$ cat src/rtl/cache_axi_rd_arbiter.sv
// Arbitrates icache and dcache line refills onto one AXI4 read channel.
// Each grant issues an 8-beat 32-bit INCR burst and returns a 256-bit line.
module cache_axi_rd_arbiter #(
   parameter int              ID_W      = 4,
   parameter logic [ID_W-1:0] ICACHE_ID = ID_W'(0),
   parameter logic [ID_W-1:0] DCACHE_ID = ID_W'(1)
) (
   input  logic            clk,
   input  logic            reset,
   input  logic            icache_rd_req,
   input  logic [31:0]     icache_rd_addr,
   input  logic            icache_flush,
   output logic            icache_ret_valid,
   output logic [255:0]    icache_ret_data,
   input  logic            dcache_rd_req,
   input  logic [31:0]     dcache_rd_addr,
   output logic            dcache_ret_valid,
   output logic [255:0]    dcache_ret_data,
   output logic [ID_W-1:0] arid,
   output logic [31:0]     araddr,
   output logic [7:0]      arlen,
   output logic [2:0]      arsize,
   output logic [1:0]      arburst,
   output logic            arvalid,
   input  logic            arready,
   input  logic [ID_W-1:0] rid,
   input  logic [31:0]     rdata,
   input  logic [1:0]      rresp,
   input  logic            rlast,
   input  logic            rvalid,
   output logic            rready
);

   typedef enum logic [1:0] {ST_IDLE, ST_AR, ST_R, ST_RESP} state_t;
   localparam logic OWN_I = 1'b0;
   localparam logic OWN_D = 1'b1;

   state_t          r_state;
   state_t          w_next;
   logic            r_owner;
   logic            r_last_grant;
   logic [2:0]      r_beat_cnt;
   logic [255:0]    r_line;
   logic [255:0]    r_ret_line;
   logic            r_drop;
   logic [ID_W-1:0] r_arid;
   logic [31:0]     r_araddr;
   logic [7:0]      r_arlen;
   logic [2:0]      r_arsize;
   logic [1:0]      r_arburst;

   logic            w_ireq;
   logic            w_grant;
   logic            w_grant_d;
   logic            w_flush_own;
   logic            w_beat;
   logic            w_set_drop;
   logic [255:0]    w_line_upd;
   logic            w_unused;

   assign w_ireq      = icache_rd_req & ~icache_flush;
   assign w_flush_own = icache_flush & (r_owner == OWN_I);
   assign w_beat      = (r_state == ST_R) & rvalid;
   assign w_set_drop  = w_flush_own & (((r_state == ST_AR) & arready) | (r_state == ST_R));
   assign w_unused    = ^{rid, rresp, icache_rd_addr[4:0], dcache_rd_addr[4:0]};

   // Next-state and grant decision
   always_comb begin
      w_next    = r_state;
      w_grant   = 1'b0;
      w_grant_d = 1'b0;
      case (r_state)
         ST_IDLE: begin
            if (w_ireq && dcache_rd_req) begin
               w_grant   = 1'b1;
               w_grant_d = (r_last_grant == OWN_I);
            end else if (w_ireq) begin
               w_grant   = 1'b1;
               w_grant_d = OWN_I;
            end else if (dcache_rd_req) begin
               w_grant   = 1'b1;
               w_grant_d = OWN_D;
            end else begin
               w_grant   = 1'b0;
            end
            if (w_grant) begin
               w_next = ST_AR;
            end else begin
               w_next = ST_IDLE;
            end
         end
         ST_AR: begin
            // A flush that coincides with the handshake is too late to cancel; it drops instead.
            if (arready) begin
               w_next = ST_R;
            end else if (w_flush_own) begin
               w_next = ST_IDLE;
            end else begin
               w_next = ST_AR;
            end
         end
         ST_R: begin
            if (rvalid && rlast) begin
               w_next = ST_RESP;
            end else begin
               w_next = ST_R;
            end
         end
         ST_RESP: w_next = ST_IDLE;
         default: w_next = ST_IDLE;
      endcase
   end

   // Merge the incoming beat into the line being assembled
   always_comb begin
      w_line_upd = r_line;
      w_line_upd[{r_beat_cnt, 5'd0} +: 32] = rdata;
   end

   // State register
   always_ff @(posedge clk or posedge reset) begin
      if (reset) begin
         r_state <= ST_IDLE;
      end else begin
         r_state <= w_next;
      end
   end

   // Grant bookkeeping, AR fields, beat assembly and drop tracking
   always_ff @(posedge clk or posedge reset) begin
      if (reset) begin
         r_owner      <= OWN_I;
         r_last_grant <= OWN_I;
         r_beat_cnt   <= 3'd0;
         r_line       <= 256'd0;
         r_ret_line   <= 256'd0;
         r_drop       <= 1'b0;
         r_arid       <= '0;
         r_araddr     <= 32'd0;
         r_arlen      <= 8'd0;
         r_arsize     <= 3'd0;
         r_arburst    <= 2'd0;
      end else begin
         if (w_grant) begin
            r_owner      <= w_grant_d;
            r_last_grant <= w_grant_d;
            r_arid       <= w_grant_d ? DCACHE_ID : ICACHE_ID;
            r_araddr     <= w_grant_d ? {dcache_rd_addr[31:5], 5'd0} : {icache_rd_addr[31:5], 5'd0};
            r_arlen      <= 8'd7;
            r_arsize     <= 3'b010;
            r_arburst    <= 2'b01;
         end
         if ((r_state == ST_AR) && arready) begin
            r_beat_cnt <= 3'd0;
         end else if (w_beat) begin
            r_beat_cnt <= r_beat_cnt + 3'd1;
         end
         if (w_beat) begin
            r_line <= w_line_upd;
         end
         // Snapshot on the last beat so ret_data stays stable outside RESP.
         if (w_beat && rlast) begin
            r_ret_line <= w_line_upd;
         end
         if (r_state == ST_RESP) begin
            r_drop <= 1'b0;
         end else if (w_set_drop) begin
            r_drop <= 1'b1;
         end
      end
   end

   assign arvalid          = (r_state == ST_AR);
   assign rready           = (r_state == ST_R);
   assign arid             = r_arid;
   assign araddr           = r_araddr;
   assign arlen            = r_arlen;
   assign arsize           = r_arsize;
   assign arburst          = r_arburst;
   assign icache_ret_valid = (r_state == ST_RESP) & (r_owner == OWN_I) & ~r_drop & ~icache_flush;
   assign dcache_ret_valid = (r_state == ST_RESP) & (r_owner == OWN_D) & ~r_drop;
   assign icache_ret_data  = r_ret_line;
   assign dcache_ret_data  = r_ret_line;

endmodule

$ cat config.mk
export PLATFORM = sky130hd
export DESIGN_NAME = cache_axi_rd_arbiter
export DESIGN_NICKNAME = d
export VERILOG_FILES = /design/src/rtl/cache_axi_rd_arbiter.sv
export SDC_FILE = /design/constraint.sdc
export NUM_CORES = 1
export LEC_CHECK = 0
export CELL_PAD_IN_SITES_DETAIL_PLACEMENT = 0
export CELL_PAD_IN_SITES_GLOBAL_PLACEMENT = 2
export CORE_MARGIN = 2
export CORE_UTILIZATION = 30
export CTS_CLUSTER_DIAMETER = 200
export DETAILED_ROUTE_END_ITERATION = 8
export PLACE_DENSITY = 0.8
export SLEW_MARGIN = 20
export SYNTH_ARGS = -nofsm -noshare
export SYNTH_HDL_FRONTEND = slang
export SYNTH_SLANG_ARGS = --single-unit
$ cat constraint.sdc
create_clock -name clk -period 26.5 [get_ports clk]
set_input_delay 5.3 -clock clk [delete_from_list [all_inputs] [get_ports clk]]
set_output_delay 5.3 -clock clk [all_outputs]
set_load 0.005 [all_outputs]
After elaboration in Yosys (flattened, before gate mapping)
Cells that the tools add are included.

word-level totals
  output and inout bits = 565
  bits of input ports = 110
  register bits after elaboration = 557

cells by class
  bitwise gates (word level) = 14
  reduce and logical (&&, ||, !) cells = 7
  eq/ne operators = 3
  shift-type cells = 2
  multiplexer cells = 20
  $add $sub $neg = 2

operators by type and width
  cell                         number
  $bwmux W256                  1
  $shift A32 B10 Y256 const A  1
  $shiftx A32 B10 Y256         1
  $mux W32                     1
  $mux W1                      14
  $and A1 B1 Y1                10
  $neg A8 Y10                  1
  $pmux W2 S4                  1
  $mux W3                      2
  $eq A2 B2 Y1 const B         2
  $logic_and A1 B1 Y1          4
  $reduce_bool A2 Y1           2
  $add A3 B1 Y3 const B        1
  $not A1 Y1                   3
  $eq A2 B1 Y1 const B         1
  $logic_not A2 Y1             1
  $mux W2                      1
  $or A1 B1 Y1                 1

Depth between registers and ports, before layout
Gate-level depths: netlist of the first run.

  word-level depth = 7
  gate-level depth with buffers = 11
  gate-level depth less buffers = 7

Worst setup path after synthesis of the first run
No wires, ideal clock.

  kind = input port to output port
  from = in icache_flush
  to = out icache_ret_valid
  arrival = 5607 ps
  cell stages on the path = 1
  slack = 15593 ps
  cell sequence = nor4_1

on the way
  longest elaborated chain between the ends = 2

ends and longest elaborated chain
  element          line  source
  start, declared  12    input logic icache_flush,
  $not A1 Y1       180   assign icache_ret_valid = (r_state == ST_RESP) & (r_owner == OWN_I) & ~r_drop & ~icache_flush;
  $and A1 B1 Y1    180
  end, declared    13    output logic icache_ret_valid,

Every way passes these cells.

Worst setup path in the final report of the first run
Ends and elaborated chain as after synthesis.

==> results of run 1 <==
-- state kept, by name (all words and copies together), names as in the netlist, named ones only --
signal / count
r_line: 256
araddr: 27
r_state: 1
r_beat_cnt: 3
r_last_grant: 1
arburst: 1
dcache_ret_data: 256
r_drop: 1
-- kinds of logic after synthesis --
| family | count (synthesis) |
|---|---|
| AND/OR/NAND/NOR | 1071 |
| buffers and inverters | 549 |
| flip-flops | 547 |
| AO/OA/AOI/OAI | 445 |
| multiplexers | 129 |
| adder cells (fa/ha/maj) | 7 |
| XOR/XNOR | 2 |
| other | 1 |
-- area by class of cell --
cell class	instances	area, µm²
fill	8535	53200
sequential	547	13700
multi-input combinational	1670	9350
timing repair buffer	672	6720
clock buffer	103	2040
tap	1155	1450
clock inverter	17	185
inverter	35	139
antenna	1	2.50
-- worst max-delay path, delay by kind of cell --
kind          cells  cell delay [ns]
simple gates      1             0.33
buf+inv           2             1.07
-- final timing paths --
kind | cells after the start | endpoint | from | slack [ns]
worst min register to register | 2 | r_line[184]$_DFFE_PP0P_ | r_line[184]$_DFFE_PP0P_ | 0.48
worst max register to register | 8 | r_line[159]$_DFFE_PP0P_ | r_beat_cnt[0]$_DFFE_PP0P_ | 21.93
worst max-delay path | 3 | icache_ret_valid | icache_flush | 14.50
min in group asynchronous | 2 | dcache_ret_data[37]$_DFFE_PP0P_ | reset | 5.29
max in group asynchronous | 5 | r_line[152]$_DFFE_PP0P_ | reset | 18.31
worst min-delay path | 2 | r_line[184]$_DFFE_PP0P_ | r_line[184]$_DFFE_PP0P_ | 0.48
-- layout by cell type, fill, tap and decap left out, types with 2 or more instances in the layout --
cell / instances
clkbuf_1: 17
and3_1: 65
nor3b_4: 4
bufinv_16: 2
nand3_2: 2
nand4b_1: 33
a21oi_1: 97
clkinvlp_4: 2
nand4b_4: 3
nand2_4: 3
nand4_1: 64
mux2_1: 15
o22ai_1: 24
clkbuf_8: 16
o21ai_1: 33
nand3b_1: 65
mux2_4: 30
o21ai_0: 283
ha_1: 6
buf_4: 25
inv_1: 34
xnor2_1: 2
clkinv_2: 6
clkbuf_16: 70
mux2i_1: 34
nor3b_1: 3
buf_16: 2
mux2_2: 50
clkinv_4: 3
nand3_1: 257
nor2_1: 40
dfrtp_1: 546
nor2b_1: 4
clkdlybuf4s50_1: 642
inv_6: 2
nand2_1: 511
conb_1: 16
-- per-stage QoR --
step	std cells	utilization, %	total power, mW	setup WS, ns	instance area (µm²)
finish	4200	38.7	2.87	14.50	33600
global route	4199	38.7	3.02	14.44	33600
CTS	4196	38.6	2.91	14.48	33500
detailed placement	4076	36.0	1.97	14.50	31300
global placement	4076	36.0	1.95	14.52	31300
floorplan	2766	-	1.56	5.91	26300
-- power by group through the flow --
stage               logic (mW)  registers [mW]  clock network (mW)
floorplan                0.480            1.08                   0
global placement         0.841            1.11                   0
detailed placement       0.848            1.12                   0
CTS                      0.852            1.11               0.950
global route             0.912            1.13               0.982
finish                   0.844            1.10               0.923
-- layer usage --
metal  track usage, %  vias up  part of all wire [%]
met3             2.59      141                   4.6
li1                 -     9553                     -
met4             6.43        0                   3.0
met5                0        -                     0
met1             23.7    10200                    41
met2             33.6      626                    51
==> results.cfg, run 1 <==
[critical_path]
cp.arrival_ns = 6.70
worstPathMaxFanout = 4
path_cells = clkdlybuf4s50_1 > nor4_1 > clkdlybuf4s50_1
max_stage_delay_ns = 0.61
path_common_cell = clkdlybuf4s50_1
critPathLaunchType = input port
crit_slowest_cell = clkdlybuf4s50_1
cp-end-kind = output pin
worst_ep_required_time_ns = 21.20
critPathKind = input port to output pin

[yosys]
synth_xor_area_share_pct = 0.0667
synth_top_area_share_pct = 52.1
syn-cell-area_mm2 = 0.0263
synth-simple-area-share_pct = 20.1
synthMuxAreaShare_pct = 5.80
yosys_register_bits = 547
synth_edf_count = 0
netlist.top_cell.by_area = dfrtp_1
ys_top_cells_by_area = dfrtp_1 (52%), buf_4 (8.5%), nand2_1 (7.3%)
yosysMostFrequentCell = dfrtp_1
yosysSeqAreaShare_pct = 52.1
avgSynthCellArea_um2 = 9.54
synth_top_family_by_area = simple AND/OR/NAND/NOR gates
ys_types = 51
synth_cells = 2751
async_reset_ff_share_pct = 100
ys_dominant_reg_cell = dfrtp_1
synthAdderAreaFrac_pct = 0.334
synthTopCellsByCount = dfrtp_1 (547), nand2_1 (511), buf_4 (296)
ys.warnings.count = 0
synth-compound-area-share_pct = 8.75

[cts]
postCtsHoldBufs = 0
clkSinkCount = 547
cts-htree-levels = 3
cts_root_buffer = clkbuf_16
cts_tree = done
cts_resized = 0
clock_latency_ns = 0.59
cts_buffers = 67
postCtsSetupRepairBufs = 0
clk_pin_slew_ns = 0.06
cts_max_path_buffers = 3

[global_route]
grt_usage_pct = 19.0
globalRouteOverflowTotal = 0
grt_first_pass_wirelength_um = 131000
grt_start_max_net_pins = 169
antenna_found_initial = 0
grt_pass1_vias = 20500

[timing]
tightestPinTransition_ns = 1.12
finalCritPeriodShare_pct = 45.3
period_needed_ns = 12.00
clock-skew-final_ns = 0.0243
fmax_mhz = 83.3
whs_ns = 0.475
slew_headroom_pct = 25.6
rsz0062_at_grt = no
finalMaxSlewViolations = 0
fin_setup_tns_ns = 0
finalSetupViolations = 0
finalHoldViolCount = 0

[floorplanning]
die_h_um = 300
coreArea_mm2 = 0.0868
die_w_um = 300
dieArea_mm2 = 0.0899
start_util_pct = 30.3
rows = 108
io_pins = 675

[detailed_routing]
routedWlPerCell_um = 20.9
drt_wl_total_um = 87600
vias = 20500
drt-initial-drc-count = 1253
first_pass_iters = 5
drc = 0
drt-vias-per-instance = 4.89
ant_nets = 0

[pwr]
comb_power_share_pct = 29.4
p_sw_share_pct = 32.5
p_leak_nw = 14.4
internal_power_mw = 1.94
p_clk_share_pct = 32.1
ir_drop_mv = 0.0715
cellPowerDensity_mw_per_mm2 = 85.5
p_seq_share_pct = 38.5
switchingPower_uw = 933

[layout]
drive_above_1_share_pct = 7.98
nNetsFinal = 3110
synthToLayoutAreaGrowth_pct = 27.8

[status]
status = complete, no violations

[placed_design]
gp_congestion = 0.807
hpwl_um = 57600
portBuffers = 642

[job]
max-cap-violations = 0

[worst_hold_path]
min_path_type = flip-flop to flip-flop
(Power assumes the default switching activity.)
==> run 2, diff against run 1 <==
- clock period: 26.5 -> 11.2 ns (I/O delays scaled with it)
==> results.cfg, run 2 (same netlist as run 1, synthesis figures left out) <==
[detailed_routing]
drt-vias-per-instance = 4.86
ant_nets = 0
drt-initial-drc-count = 1369
drc = 0
vias = 20400
routedWlPerCell_um = 20.9
drt_wl_total_um = 87400
first_pass_iters = 5

[timing]
fin_setup_tns_ns = 0
clock-skew-final_ns = 0.0176
finalMaxSlewViolations = 0
rsz0062_at_grt = no
finalHoldViolCount = 0
finalSetupViolations = 0
finalCritPeriodShare_pct = 52.4
fmax_mhz = 170
tightestPinTransition_ns = 1.20
period_needed_ns = 5.87
slew_headroom_pct = 20.3

[pwr]
p_leak_nw = 14.3
power.total_mw = 6.65
cellPowerDensity_mw_per_mm2 = 199
ir_drop_mv = 0.140

[floorplanning]
rows = 108
die_w_um = 300
start_util_pct = 30.3
dieArea_mm2 = 0.0899
io_pins = 675
coreArea_mm2 = 0.0868
die_h_um = 300

[cts]
clk_pin_slew_ns = 0.06
cts_resized = 0
cts_root_buffer = clkbuf_16
clkSinkCount = 547
clock_latency_ns = 0.64
cts_max_path_buffers = 3
cts_buffers = 61
postCtsSetupRepairBufs = 0
cts_tree = done
cts-htree-levels = 2
postCtsHoldBufs = 0

[critical_path]
reg2regPathDepth = 8
cp-end-kind = output pin
rr_endpoint = r_line[156]$_DFFE_PP0P_
crit_end = icache_ret_valid
cp.arrival_ns = 3.63
critPathLaunchType = input port
cp-startpoint = icache_flush
critPathKind = input port to output pin
reg2reg_from = r_beat_cnt[1]$_DFFE_PP0P_
worstPathMaxFanout = 4
worst_ep_required_time_ns = 8.96
rrSetupSlack_ns = 7.19

[worst_hold_path]
min_path_type = flip-flop to flip-flop
min-delay-start = r_line[186]$_DFFE_PP0P_

[global_route]
globalRouteOverflowTotal = 0
met2_usage_pct = 33.1
use_met3_pct = 1.98
met1_usage_pct = 24.2
grt_first_pass_wirelength_um = 130000
grt_pass1_vias = 20500
grt_usage_pct = 18.9
grt_busiest_layer = met2
grt_start_max_net_pins = 205
antenna_found_initial = 2

[status]
status = complete, no violations

[placed_design]
gp_congestion = 0.798
portBuffers = 642
placedCellCount = 4075
hpwl_um = 57700

[layout]
register_area_mm2 = 0.0137
final_cell_mix = clkdlybuf4s50_1 (642), dfrtp_1 (546), nand2_1 (511), o21ai_0 (283), nand3_1 (257)
nNetsFinal = 3102
drive_above_1_share_pct = 7.81
synthToLayoutAreaGrowth_pct = 27.2
layout_commonest_cell = clkdlybuf4s50_1
n_fill_cell = 8528
multiInputGateArea_mm2 = 0.00936
stdcell_count = 4194

[job]
max-cap-violations = 0
run 2: layer usage:
layer / vias up / part of all wire (%)
li1: 9542 / -
met1: 10100 / 42
met2: 625 / 51
met3: 139 / 4.2
met4: 0 / 3.0
met5: - / 0
run 2: worst min path at each step:
stage | cells after the start | slack, ns | endpoint
floorplan | 2 | 0.44 | r_line[186]$_DFFE_PP0P_
finish | 2 | 0.47 | r_line[186]$_DFFE_PP0P_
detailed placement | 2 | 0.46 | r_line[186]$_DFFE_PP0P_
global route | 2 | 0.50 | r_line[186]$_DFFE_PP0P_
CTS | 2 | 0.48 | r_line[186]$_DFFE_PP0P_
global placement | 2 | 0.46 | r_line[186]$_DFFE_PP0P_
run 2: cell type report:
type | count | area share, %
Tap cell | 1155 | 4.33
Inverter | 35 | 0.405
Clock inverter | 20 | 0.716
Antenna cell | 3 | 0.0225
Clock buffer | 94 | 5.42
Multi-Input combinational cell | 1670 | 28.0
Timing Repair Buffer | 670 | 20.1
Sequential cell | 547 | 41.0
run 2: worst max-delay path, stage by stage:
cell             delay [ns]
clkdlybuf4s50_1        0.46
nor4_1                 0.32
clkdlybuf4s50_1        0.61
run 2: where the power goes:
group	switching, mW	total [mW]	internal, mW	leakage [nW]
clock	0.859	2.04	1.18	1.00
combinational	1.03	2.00	0.966	5.78
sequential	0.299	2.61	2.31	7.51
total	2.19	6.65	4.46	14.3
run 2: through the flow:
step | util, % | hold WS, ns | area, µm² | setup slack, ns
after floorplan | - | 0.442 | 26300 | 1.52
final | 38.5 | 0.474 | 33400 | 5.33
after detailed placement | 36.1 | 0.463 | 31300 | 5.34
after global placement | 36.1 | 0.456 | 31300 | 5.36
after CTS | 38.4 | 0.477 | 33300 | 5.33
after global routing | 38.5 | 0.499 | 33400 | 5.25
==> run 3, diff against run 2 <==
- CORE_UTILIZATION: 30 -> 27
- PLACE_DENSITY: 0.8 -> 0.76
- clock period: 11.2 -> 5.1 ns (I/O delays scaled with it)
==> results.cfg, run 3 (same netlist as run 1, synthesis figures left out) <==
[timing]
rsz0062_at_grt = no
fmax_mhz = 276
finalHoldViolCount = 0
whs_ns = 0.475
clock-skew-final_ns = 0.0275
finalMaxSlewViolations = 0
period_needed_ns = 3.62
slew_headroom_pct = 26.5
tightestPinTransition_ns = 1.10
finalCritPeriodShare_pct = 71.1
finalSetupViolations = 0

[floorplanning]
die_w_um = 316
die_h_um = 316
start_util_pct = 27.2
io_pins = 675
rows = 114
dieArea_mm2 = 0.0998
coreArea_mm2 = 0.0966

[detailed_routing]
drc = 0
drt-vias-per-instance = 4.65
drt_wl_total_um = 91500
vias = 20200
first_pass_iters = 5
routedWlPerCell_um = 21.1
ant_nets = 0
drt-initial-drc-count = 1374

[cts]
cts_root_buffer = clkbuf_16
clkSinkCount = 547
clk_pin_slew_ns = 0.06
postCtsHoldBufs = 0
cts_buffers = 68
cts-htree-levels = 3
postCtsSetupRepairBufs = 0
cts_max_path_buffers = 3
cts_tree = done
cts_resized = 0
clock_latency_ns = 0.62

[critical_path]
reg2reg_from = r_beat_cnt[1]$_DFFE_PP0P_
cp-startpoint = r_beat_cnt[1]$_DFFE_PP0P_
critPathKind = flip-flop to flip-flop
worstPathMaxFanout = 33
critPathLaunchType = flip-flop
cp.arrival_ns = 4.10
worst_ep_required_time_ns = 5.57
cp-end-kind = flip-flop

[worst_hold_path]
min-delay-start = r_line[186]$_DFFE_PP0P_
min_path_type = flip-flop to flip-flop

[layout]
final_area_mm2 = 0.0340
final_core_util_pct = 35.2
synthToLayoutAreaGrowth_pct = 29.6
nNetsFinal = 3137
layout_commonest_cell = clkdlybuf4s50_1
final_cell_mix = clkdlybuf4s50_1 (642), dfrtp_1 (546), nand2_1 (511), o21ai_0 (283), nand3_1 (257)
stdcell_count = 4344
n_fill_cell = 9785
drive_above_1_share_pct = 8.71

[pwr]
ir_drop_mv = 0.282
cellPowerDensity_mw_per_mm2 = 444
p_leak_nw = 14.5

[placed_design]
portBuffers = 642
dpl_cell_area_mm2 = 0.0318
placedCellCount = 4226
gp_congestion = 0.765
hpwl_um = 61300

[global_route]
grt_first_pass_wirelength_um = 136000
grt_start_max_net_pins = 146
grt_pass1_vias = 20000
globalRouteOverflowTotal = 0
grt_usage_pct = 18.0
antenna_found_initial = 3

[status]
status = complete, no violations

[job]
max-cap-violations = 0
-- run 3: area by class of cell --
| class | count | area, µm² | area share (%) |
|---|---|---|---|
| Sequential cell | 547 | 13700 | 40.2 |
| Antenna cell | 1 | 2.50 | 0.00736 |
| Timing Repair Buffer | 698 | 6990 | 20.5 |
| Tap cell | 1276 | 1600 | 4.69 |
| Clock buffer | 99 | 2000 | 5.88 |
| Clock inverter | 18 | 258 | 0.758 |
| Multi-Input combinational cell | 1670 | 9350 | 27.5 |
| Inverter | 35 | 135 | 0.397 |
-- run 3: report_power, final --
part           switching [mW]  internal, mW  leakage, nW
Sequential              0.665          5.08         7.51
Clock                    2.00          2.90         1.10
Combinational            2.28          2.19         5.91
-- run 3: metrics by stage --
| stage | TNS (ns) | worst slack [ns] | power (mW) |
|---|---|---|---|
| final | 0 | 1.48 | 15.1 |
| after global routing | 0 | 1.29 | 15.9 |
| after CTS | 0 | 1.41 | 15.3 |
| after detailed placement | 0 | 1.37 | 10.3 |
| after global placement | 0 | 1.44 | 10.3 |
| after floorplan | -1838.95 | -3.36 | 8.10 |
-- run 3: path summary, 6_finish.rpt --
kind	endpoint	cells after the start	slack (ns)
worst max-delay path	r_line[15]$_DFFE_PP0P_	7	1.48
worst max register to register	r_line[15]$_DFFE_PP0P_	7	1.48
worst min register to register	r_line[186]$_DFFE_PP0P_	2	0.47
min in group asynchronous	r_line[194]$_DFFE_PP0P_	2	0.76
max in group asynchronous	dcache_ret_data[27]$_DFFE_PP0P_	4	2.96
worst min-delay path	r_line[186]$_DFFE_PP0P_	2	0.47
-- run 3: worst max-delay path, stage by stage (launching register included) --
cell and delay [ns]:
dfrtp_1 0.65, inv_1 0.16, ha_1 0.23, ha_1 0.72, and4b_2 0.64, nand2_2 0.18
buf_4 0.48, mux2_2 0.40
-- run 3: routing by layer --
layer	part of all wire [%]	global-route usage (%)
met3	4.0	2.37
met4	2.2	4.89
met2	50	30.9
met5	0	0
met1	44	23.9
